<file path="config.mk">
export PLATFORM = sky130hd
export DESIGN_NAME = ysyx_25040111_ifu
export DESIGN_NICKNAME = d
export VERILOG_FILES = /design/src/rtl/ysyx_25040111_ifu.sv
export SDC_FILE = /design/constraint.sdc
export NUM_CORES = 1
export LEC_CHECK = 0
export ABC_AREA = 1
export BUFFER_PORTS_ARGS = -buffer_cell sky130_fd_sc_hd__buf_4
export CAP_MARGIN = 20
export CORE_MARGIN = 4
export CORE_UTILIZATION = 41
export CTS_CLUSTER_DIAMETER = 100
export DETAILED_ROUTE_END_ITERATION = 7
export GPL_ROUTABILITY_DRIVEN = 0
export PLACE_DENSITY = 0.73
export SETUP_SLACK_MARGIN = 0.4
export SLEW_MARGIN = 20
export SYNTH_ARGS = -nofsm -noshare
export SYNTH_HDL_FRONTEND = slang
export SYNTH_SLANG_ARGS = --single-unit
</file>
<file path="constraint.sdc">
create_clock -name clk -period 1.8 [get_ports clk]
set_clock_uncertainty 0.2 [all_clocks]
set_input_delay 0.18 -clock clk [delete_from_list [all_inputs] [get_ports clk]]
set_output_delay 0.18 -clock clk [all_outputs]
set_load 0.02 [all_outputs]
</file>
<file path="src/rtl/ysyx_25040111_ifu.sv">
// ysyx_25040111_ifu: instruction fetch unit.
// Owns the PC. Issues one 32-bit read at a time to instruction memory and
// hands each fetched word with its PC to decode over valid/ready. Redirects
// from execute replace the PC; any fetch already in flight is discarded.
//
// Ports:
//   clk, rst_n                       clock, synchronous active-low reset
//   imem_req_valid/ready/addr        instruction memory read request
//   imem_rsp_valid/data/err          instruction memory read response
//   inst_valid/ready, inst,
//   inst_pc, inst_fault              instruction handed to decode
//   redirect_valid, redirect_pc      new PC from execute
//
// Build option:
//   IFU_MISALIGN_CHK_EN  when defined, a redirect to a non-word-aligned
//                        target issues no fetch and presents a faulting
//                        instruction (inst=0, inst_fault=1) instead. When
//                        undefined, the low two target bits are cleared.
module ysyx_25040111_ifu #(
    parameter logic [31:0] RESET_PC = 32'h8000_0000
) (
    input  logic        clk,
    input  logic        rst_n,
    output logic        imem_req_valid,
    input  logic        imem_req_ready,
    output logic [31:0] imem_req_addr,
    input  logic        imem_rsp_valid,
    input  logic [31:0] imem_rsp_data,
    input  logic        imem_rsp_err,
    output logic        inst_valid,
    input  logic        inst_ready,
    output logic [31:0] inst,
    output logic [31:0] inst_pc,
    output logic        inst_fault,
    input  logic        redirect_valid,
    input  logic [31:0] redirect_pc
);

    localparam int unsigned XLEN = 32;

    typedef enum logic [1:0] {
        S_REQ  = 2'd0,
        S_WAIT = 2'd1,
        S_HOLD = 2'd2
    } state_t;

    state_t            state_q, state_nxt;
    logic [XLEN-1:0]   pc_q, pc_nxt;
    logic              kill_q, kill_nxt;
    // A misaligned redirect is waiting for the in-flight response to drain.
    logic              mis_q, mis_nxt;
    logic              req_valid_q, req_valid_nxt;
    logic [XLEN-1:0]   req_addr_q, req_addr_nxt;
    logic              inst_valid_q, inst_valid_nxt;
    logic [XLEN-1:0]   inst_q, inst_nxt;
    logic [XLEN-1:0]   inst_pc_q, inst_pc_nxt;
    logic              inst_fault_q, inst_fault_nxt;

    logic [XLEN-1:0]   target_c;
    logic              target_bad_c;
    logic              load_fault_c;

    // Redirect target as loaded into pc, and whether it must fault.
`ifdef IFU_MISALIGN_CHK_EN
    assign target_c     = redirect_pc;
    assign target_bad_c = (redirect_pc[1:0] != 2'b00);
`else
    assign target_c     = redirect_pc & ~XLEN'(3);
    assign target_bad_c = 1'b0;
`endif

    // State and output registers.
    always_ff @(posedge clk) begin
        if (!rst_n) begin
            state_q      <= S_REQ;
            pc_q         <= RESET_PC;
            kill_q       <= 1'b0;
            mis_q        <= 1'b0;
            req_valid_q  <= 1'b1;
            req_addr_q   <= RESET_PC;
            inst_valid_q <= 1'b0;
            inst_q       <= '0;
            inst_pc_q    <= '0;
            inst_fault_q <= 1'b0;
        end else begin
            state_q      <= state_nxt;
            pc_q         <= pc_nxt;
            kill_q       <= kill_nxt;
            mis_q        <= mis_nxt;
            req_valid_q  <= req_valid_nxt;
            req_addr_q   <= req_addr_nxt;
            inst_valid_q <= inst_valid_nxt;
            inst_q       <= inst_nxt;
            inst_pc_q    <= inst_pc_nxt;
            inst_fault_q <= inst_fault_nxt;
        end
    end

    // Next-state, PC and instruction-buffer logic.
    always_comb begin
        state_nxt      = state_q;
        pc_nxt         = pc_q;
        kill_nxt       = kill_q;
        mis_nxt        = mis_q;
        inst_nxt       = inst_q;
        inst_pc_nxt    = inst_pc_q;
        inst_fault_nxt = inst_fault_q;
        load_fault_c   = 1'b0;

        unique case (state_q)
            S_REQ: begin
                if (redirect_valid) begin
                    pc_nxt = target_c;
                    if (target_bad_c) begin
                        if (imem_req_ready) begin
                            // Request already taken: drain its response first.
                            kill_nxt  = 1'b1;
                            mis_nxt   = 1'b1;
                            state_nxt = S_WAIT;
                        end else begin
                            kill_nxt     = 1'b0;
                            load_fault_c = 1'b1;
                            state_nxt    = S_HOLD;
                        end
                    end else begin
                        // Old request stays presented; its response is dropped.
                        kill_nxt = 1'b1;
                        mis_nxt  = 1'b0;
                        if (imem_req_ready) begin
                            state_nxt = S_WAIT;
                        end
                    end
                end else if (imem_req_ready) begin
                    state_nxt = S_WAIT;
                end
            end

            S_WAIT: begin
                if (imem_rsp_valid) begin
                    if (redirect_valid || kill_q) begin
                        kill_nxt = 1'b0;
                        mis_nxt  = 1'b0;
                        if (redirect_valid) begin
                            pc_nxt = target_c;
                        end
                        if (redirect_valid ? target_bad_c : mis_q) begin
                            load_fault_c = 1'b1;
                            state_nxt    = S_HOLD;
                        end else begin
                            state_nxt = S_REQ;
                        end
                    end else begin
                        inst_nxt       = imem_rsp_err ? '0 : imem_rsp_data;
                        inst_pc_nxt    = pc_q;
                        inst_fault_nxt = imem_rsp_err;
                        state_nxt      = S_HOLD;
                    end
                end else if (redirect_valid) begin
                    pc_nxt   = target_c;
                    kill_nxt = 1'b1;
                    mis_nxt  = target_bad_c;
                end
            end

            S_HOLD: begin
                // Redirect wins over inst_ready: the held instruction is dropped.
                if (redirect_valid) begin
                    pc_nxt = target_c;
                    if (target_bad_c) begin
                        load_fault_c = 1'b1;
                    end else begin
                        state_nxt = S_REQ;
                    end
                end else if (inst_ready) begin
                    pc_nxt    = pc_q + XLEN'(4);
                    state_nxt = S_REQ;
                end
            end

            default: begin
                state_nxt = S_REQ;
            end
        endcase

        if (load_fault_c) begin
            inst_nxt       = '0;
            inst_pc_nxt    = pc_nxt;
            inst_fault_nxt = 1'b1;
        end
    end

    // Registered request/valid outputs; an unaccepted request keeps its address.
    always_comb begin
        req_valid_nxt  = (state_nxt == S_REQ);
        inst_valid_nxt = (state_nxt == S_HOLD);
        req_addr_nxt   = pc_nxt;
        if ((state_q == S_REQ) && !imem_req_ready && (state_nxt == S_REQ)) begin
            req_addr_nxt = req_addr_q;
        end
    end

    assign imem_req_valid = req_valid_q;
    assign imem_req_addr  = req_addr_q;
    assign inst_valid     = inst_valid_q;
    assign inst           = inst_q;
    assign inst_pc        = inst_pc_q;
    assign inst_fault     = inst_fault_q;

endmodule

</file>
# Yosys cells after proc, flatten, opt, wreduce, memory -nomap -nowiden
# Index checks and enable logic that the tools add are counted.
[op_classes]
n_addsub = 1
n_eq_ne = 5
muxes = 33
bitwise_logic = 2
n_reduce_logical = 13
[op_table]
columns = ["op", "count"]
rows = [
  ["$mux 32", 10],
  ["$pmux 32 s3", 1],
  ["$add 32x3->32 const B", 1],
  ["$mux 1", 13],
  ["$mux 2", 6],
  ["$pmux 2 s3", 1],
  ["$reduce_and 3->1", 2],
  ["$reduce_bool 2->1", 3],
  ["$eq 2x2->1 const B", 2],
  ["$logic_not 2->1", 2],
  ["$pmux 1 s2", 2],
  ["$ne 3x3->1 const B", 1],
  ["$eq 2x1->1 const B", 1],
  ["$logic_and 1x1->1", 2],
  ["$ne 2x2->1 const B", 1],
  ["$not 1->1", 2],
  ["$reduce_and 2->1", 1],
  ["$reduce_or 2->1", 1],
  ["$logic_not 1->1", 1],
  ["$logic_or 1x1->1", 1],
]
[totals]
ff_bits = 135
inputBits = 71
out_inout_bits = 99
wordCells = 64

# Longest topological paths before layout
[logic_depth]
word_depth = 7
mapped_depth = 12
ltp_nobuf = 12

# Worst setup path before layout
# OpenSTA, ideal clock, no wires.
[synth_timing]
path_kind = "reg-to-reg"
startpoint = "reg pc_q[2]"
endpoint = "reg req_addr_q[22], in the netlist imem_req_addr[22]"
setup_time_ps = 114
arrival_ps = 1425
required_time_ps = 1486
setup_slack_ps = 62
path_stages_with_launch = 11
path_buffers = 0
period_less_slack_ps = 1738
path_cell_list = "dfxtp_1 > ha_1 > inv_1 > nor2_4 > nand3_1 > nor2_2 > nand3_1 > nand3_1 > nand3_1 > o21bai_1 > inv_1"
[synth_between]
elab_chain_cells = 4
[synth_rtl]
columns = ["element", "line", "text"]
rows = [
  ["from (decl)", "48", "logic [XLEN-1:0] pc_q, pc_nxt;"],
  ["from (signal assigned)", "87", "pc_q <= pc_nxt;"],
  ["$add 32x3->32", "175", "pc_nxt = pc_q + XLEN'(4);"],
  ["$mux 32", "174", "end else if (inst_ready) begin"],
  ["$mux 32", "167", "if (redirect_valid) begin"],
  ["$pmux 32 s3", "110", "unique case (state_q)"],
  ["to (signal assigned)", "91", "req_addr_q <= req_addr_nxt;"],
  ["to (decl)", "53", "logic [XLEN-1:0] req_addr_q, req_addr_nxt;"],
]
# No other way between the ends.
# A chain may end at the register's enable or synchronous reset.

# Final worst setup path
[layout_timing]
startpoint = "reg pc_q[2]"
endpoint = "reg pc_q[25]"
[layout_between]
elab_chain_cells = 4
[layout_rtl]
columns = ["element", "line"]
rows = [
  ["$add 32x3->32", "175"],
  ["$mux 32", "174"],
  ["$mux 32", "167"],
  ["$pmux 32 s3", "110"],
]
# No other way between the ends.

==> run_results.csv <==
group,metric,value,unit
outcome,status,"complete, but fails checks",
outcome,violations,"design-rule violations, negative hold slack, negative setup slack",
cts,cts_buffers,17,
die,start_util,41.8,%
finish,nets,1278,
finish,diodes,0,
worst_hold_path,holdPathStages,4,
yosys,yosys.area_share.simple,28.4,%
setup_path,r2r_start,"pc_q[2]$_SDFF_PN0_",
finish,fin_util,76.1,%
drt,wl,32.9,mm
yosys,yosys_warnings,0,
die,dieArea,17500,sq um
sta,timing.final.crit_share,119,%
setup_path,crit_path_end,"pc_q[25]$_SDFF_PN0_",
sta,finalHoldViolations,3,
finish,finalInstanceArea,11500,sq um
yosys,yosysTopAreaCellShare,42.7,%
yosys,synth-edff-count,0,
setup_path,crit_slowest_cell,"dfxtp_4",
finish,area_growth,82.0,%
pwr,leakage,4.91,nW
place,dpl_cell_area,8260,sq um
sta,rsz0062_at_grt,"true",
sta,setup_ws,-346,ps
setup_path,crit_type,"flip-flop to flip-flop",
die,rows,45,
setup_path,path_cells,"inv_1 > nor2_4 > buf_6 > nand3_4 > nor2_4 > nand2_1 > nand2_1 > nand3_2 > buf_4 > a21oi_2",
setup_path,critical_path.top_delay_family,"simple AND/OR/NAND/NOR gates",
yosys,ys_seq_elements,135,
cts,clkSlewWorstSetupHoldPaths,70,ps
sta,setup_viol,48,
finish,layout_commonest_cell,"buf_4",
yosys,synth.area.top_cells,"dfxtp_1, nand2_1, a21oi_1, nand3_1, o21ai_0",
yosys,synth_xor_area_share,0.276,%
setup_path,start_kind,"flip-flop",
setup_path,reg2reg_slack,-350,ps
yosys,async_reset_ff_share,0,%
setup_path,critPathRequiredTime,1960,ps
finish,fillers,854,
finish,final_cells,1407,
place,place.port_buffers,167,
setup_path,cp.depth,10,
yosys,avgSynthCellArea,7.06,sq um
finish,drive_gt1_share,51.2,%
drt,via_per_inst,6.19,
place,dp.cells,1262,
global_route,grt_max_degree,40,
die,core-area,15100,sq um
yosys,synth_top_family_by_area,"simple AND/OR/NAND/NOR gates",
setup_path,crit_path_end_kind,"flip-flop",
finish,most-common-layout-cells,"buf_4, nand2_1, dfxtp_1",
yosys,synthCells,898,
sta,fin_crit,2150,ps
die,die_y,132,um
yosys,synth_mux_area_share,0,%
drt,drt_first_pass_iters,8,
global_route,grt_pass1_vias,7635,
sta,worstMarginPinSlew,828,ps
place,dp_slack,-37.0,ps
sta,holdWs,-14.3,ps
flow_run,cap_violations,0,
drt,drtIter0Drc,1339,
sta,max_slew_margin,44.7,%
cts,clock-sinks,135,
die,io-pin-count,170,
yosys,ys_types,39,
setup_path,cp-startpoint,"pc_q[2]$_SDFF_PN0_",
drt,ant_nets,0,
drt,vias,8713,
yosys,ys.flop_type,"dfxtp_1",
pwr,max-vdd-ir-drop,0.738,mV
cts,root_buffer,"clkbuf_16",
yosys,synth_top_area_cell,"dfxtp_1",
setup_path,cp_max_fo,5,
setup_path,crit_buf_inv,3,
sta,clock.fmax,466,MHz
drt,wl_per_cell,23.4,um
cts,cts_max_level,4,
yosys,synthesis.area,6340,sq um
setup_path,r2r_cells,10,
setup_path,slowest_delay,380,ps
pwr,powerDensity,740,nW/um^2
global_route,track_usage,28.0,%
place,dp_hpwl,14.9,mm
yosys,synth_compound_area_share,18.8,%
yosys,synthAdderAreaFrac,0.197,%
global_route,overflow,0,
die,die_w,132,um
global_route,grt_antenna_before_repair,0,
global_route,grt_pass1_wl,39.4,mm
cts,cts_tree,"done",
setup_path,arrival,2300,ps
worst_hold_path,worstHoldPathType,"input port to flip-flop",
yosys,ys_seq_area_share,42.7,%
cts,clock_latency,440,ps
drt,route.detailed.drc,34,
sta,final_max_slew_viol_count,0,
yosys,synth_nets,970,
setup_path,reg2reg_to,"pc_q[25]$_SDFF_PN0_",
cts,cts_max_path_buffers,2,
[cell usage after synthesis (all sizes together) (9+ instances only)]
cell type / n
or2: 10
o21ai: 81
clkbuf: 30
buf: 23
dfxtp: 135
nand2: 166
nand4: 9
inv: 85
nor2: 103
a21oi: 102
nand3: 102
[where the power goes]
part	internal (W)	leakage (nW)	switching, W
clock	0.00207	0.276	0.00146
combinational	0.000737	3.52	0.000970
sequential	0.00313	1.12	0.000170
[worst register-to-register path, stage by stage (launching register included)]
cell     delay [ps]
dfxtp_4         380
inv_1           160
nor2_4          300
buf_6           150
nand3_4         130
nor2_4          160
nand2_1         100
nand2_1          90
nand3_2         100
buf_4           160
a21oi_2         140
[layer usage]
metal | vias to the layer above | share of wire, % | routed length (um) | global-route usage (%)
li1 | 3622 | - | - | -
met2 | 787 | 46 | 15200 | 44.6
met4 | 0 | 8.5 | 2800 | 15.6
met1 | 4006 | 33 | 11000 | 33.8
met5 | - | 0 | 0 | 0
met3 | 298 | 12 | 3890 | 8.51
[area by class of cell]
cell class	count	area, sq um	area share (%)
multi-input cells	625	4380	38.0
inverters	85	348	3.02
clock inverters	12	129	1.12
well taps	188	235	2.04
clock buffers	20	447	3.87
flip-flops and latches	135	2780	24.1
repair buffers	342	3210	27.8
[registers in the layout, summed over array words and instances (netlist names)]
| register | cells |
|---|---|
| inst | 32 |
| inst_pc | 32 |
| pc_q | 32 |
| imem_req_addr | 32 |
| imem_req_valid | 1 |
| mis_q | 1 |
| inst_valid | 1 |
| state_q | 2 |
| kill_q | 1 |
| inst_fault | 1 |
[through the flow]
stage	hold slack (ps)	power, W	setup TNS, ps
6_report	-14.3	0.00854	-7380
5_1_grt	2.94	0.00874	-9990
4_1_cts	-48.7	0.00812	0
3_5_place_dp	252	0.00445	-54.1
3_3_place_gp	244	0.00443	0
2_1_floorplan	137	0.00393	0
[timing repair]
item                                    CTS  global route
hold buffers                             55             1
cloned                                   11             4
hold endpoints to repair                 69             2
resized for setup                       112           266
setup buffers                            30            13
pin swaps                                42            99
endpoints found under the setup margin  132           132
[how the worst min path moves through the flow]
stage / from / end / slack [ps]
6_report: redirect_valid / inst_fault$_SDFFE_PN0P_ / -10
5_1_grt: redirect_valid / inst_fault$_SDFFE_PN0P_ / 3
4_1_cts: redirect_valid / inst_fault$_SDFFE_PN0P_ / -50
3_5_place_dp: mis_q$_SDFFE_PN0P_ / mis_q$_SDFFE_PN0P_ / 250
3_3_place_gp: mis_q$_SDFFE_PN0P_ / mis_q$_SDFFE_PN0P_ / 240
2_1_floorplan: imem_rsp_data[30] / inst[30]$_SDFFE_PP0P_ / 140
[cell families (layout without fill, tap and decap cells)]
logic type      Yosys count  after routing
compound gates          219            219
xor+xnor                  2              2
fa+ha+maj                 1              1
buf+inv                 138            459
flops                   135            135
simple gates            403            403
No activity file was read; power rests on OpenSTA's default activity.
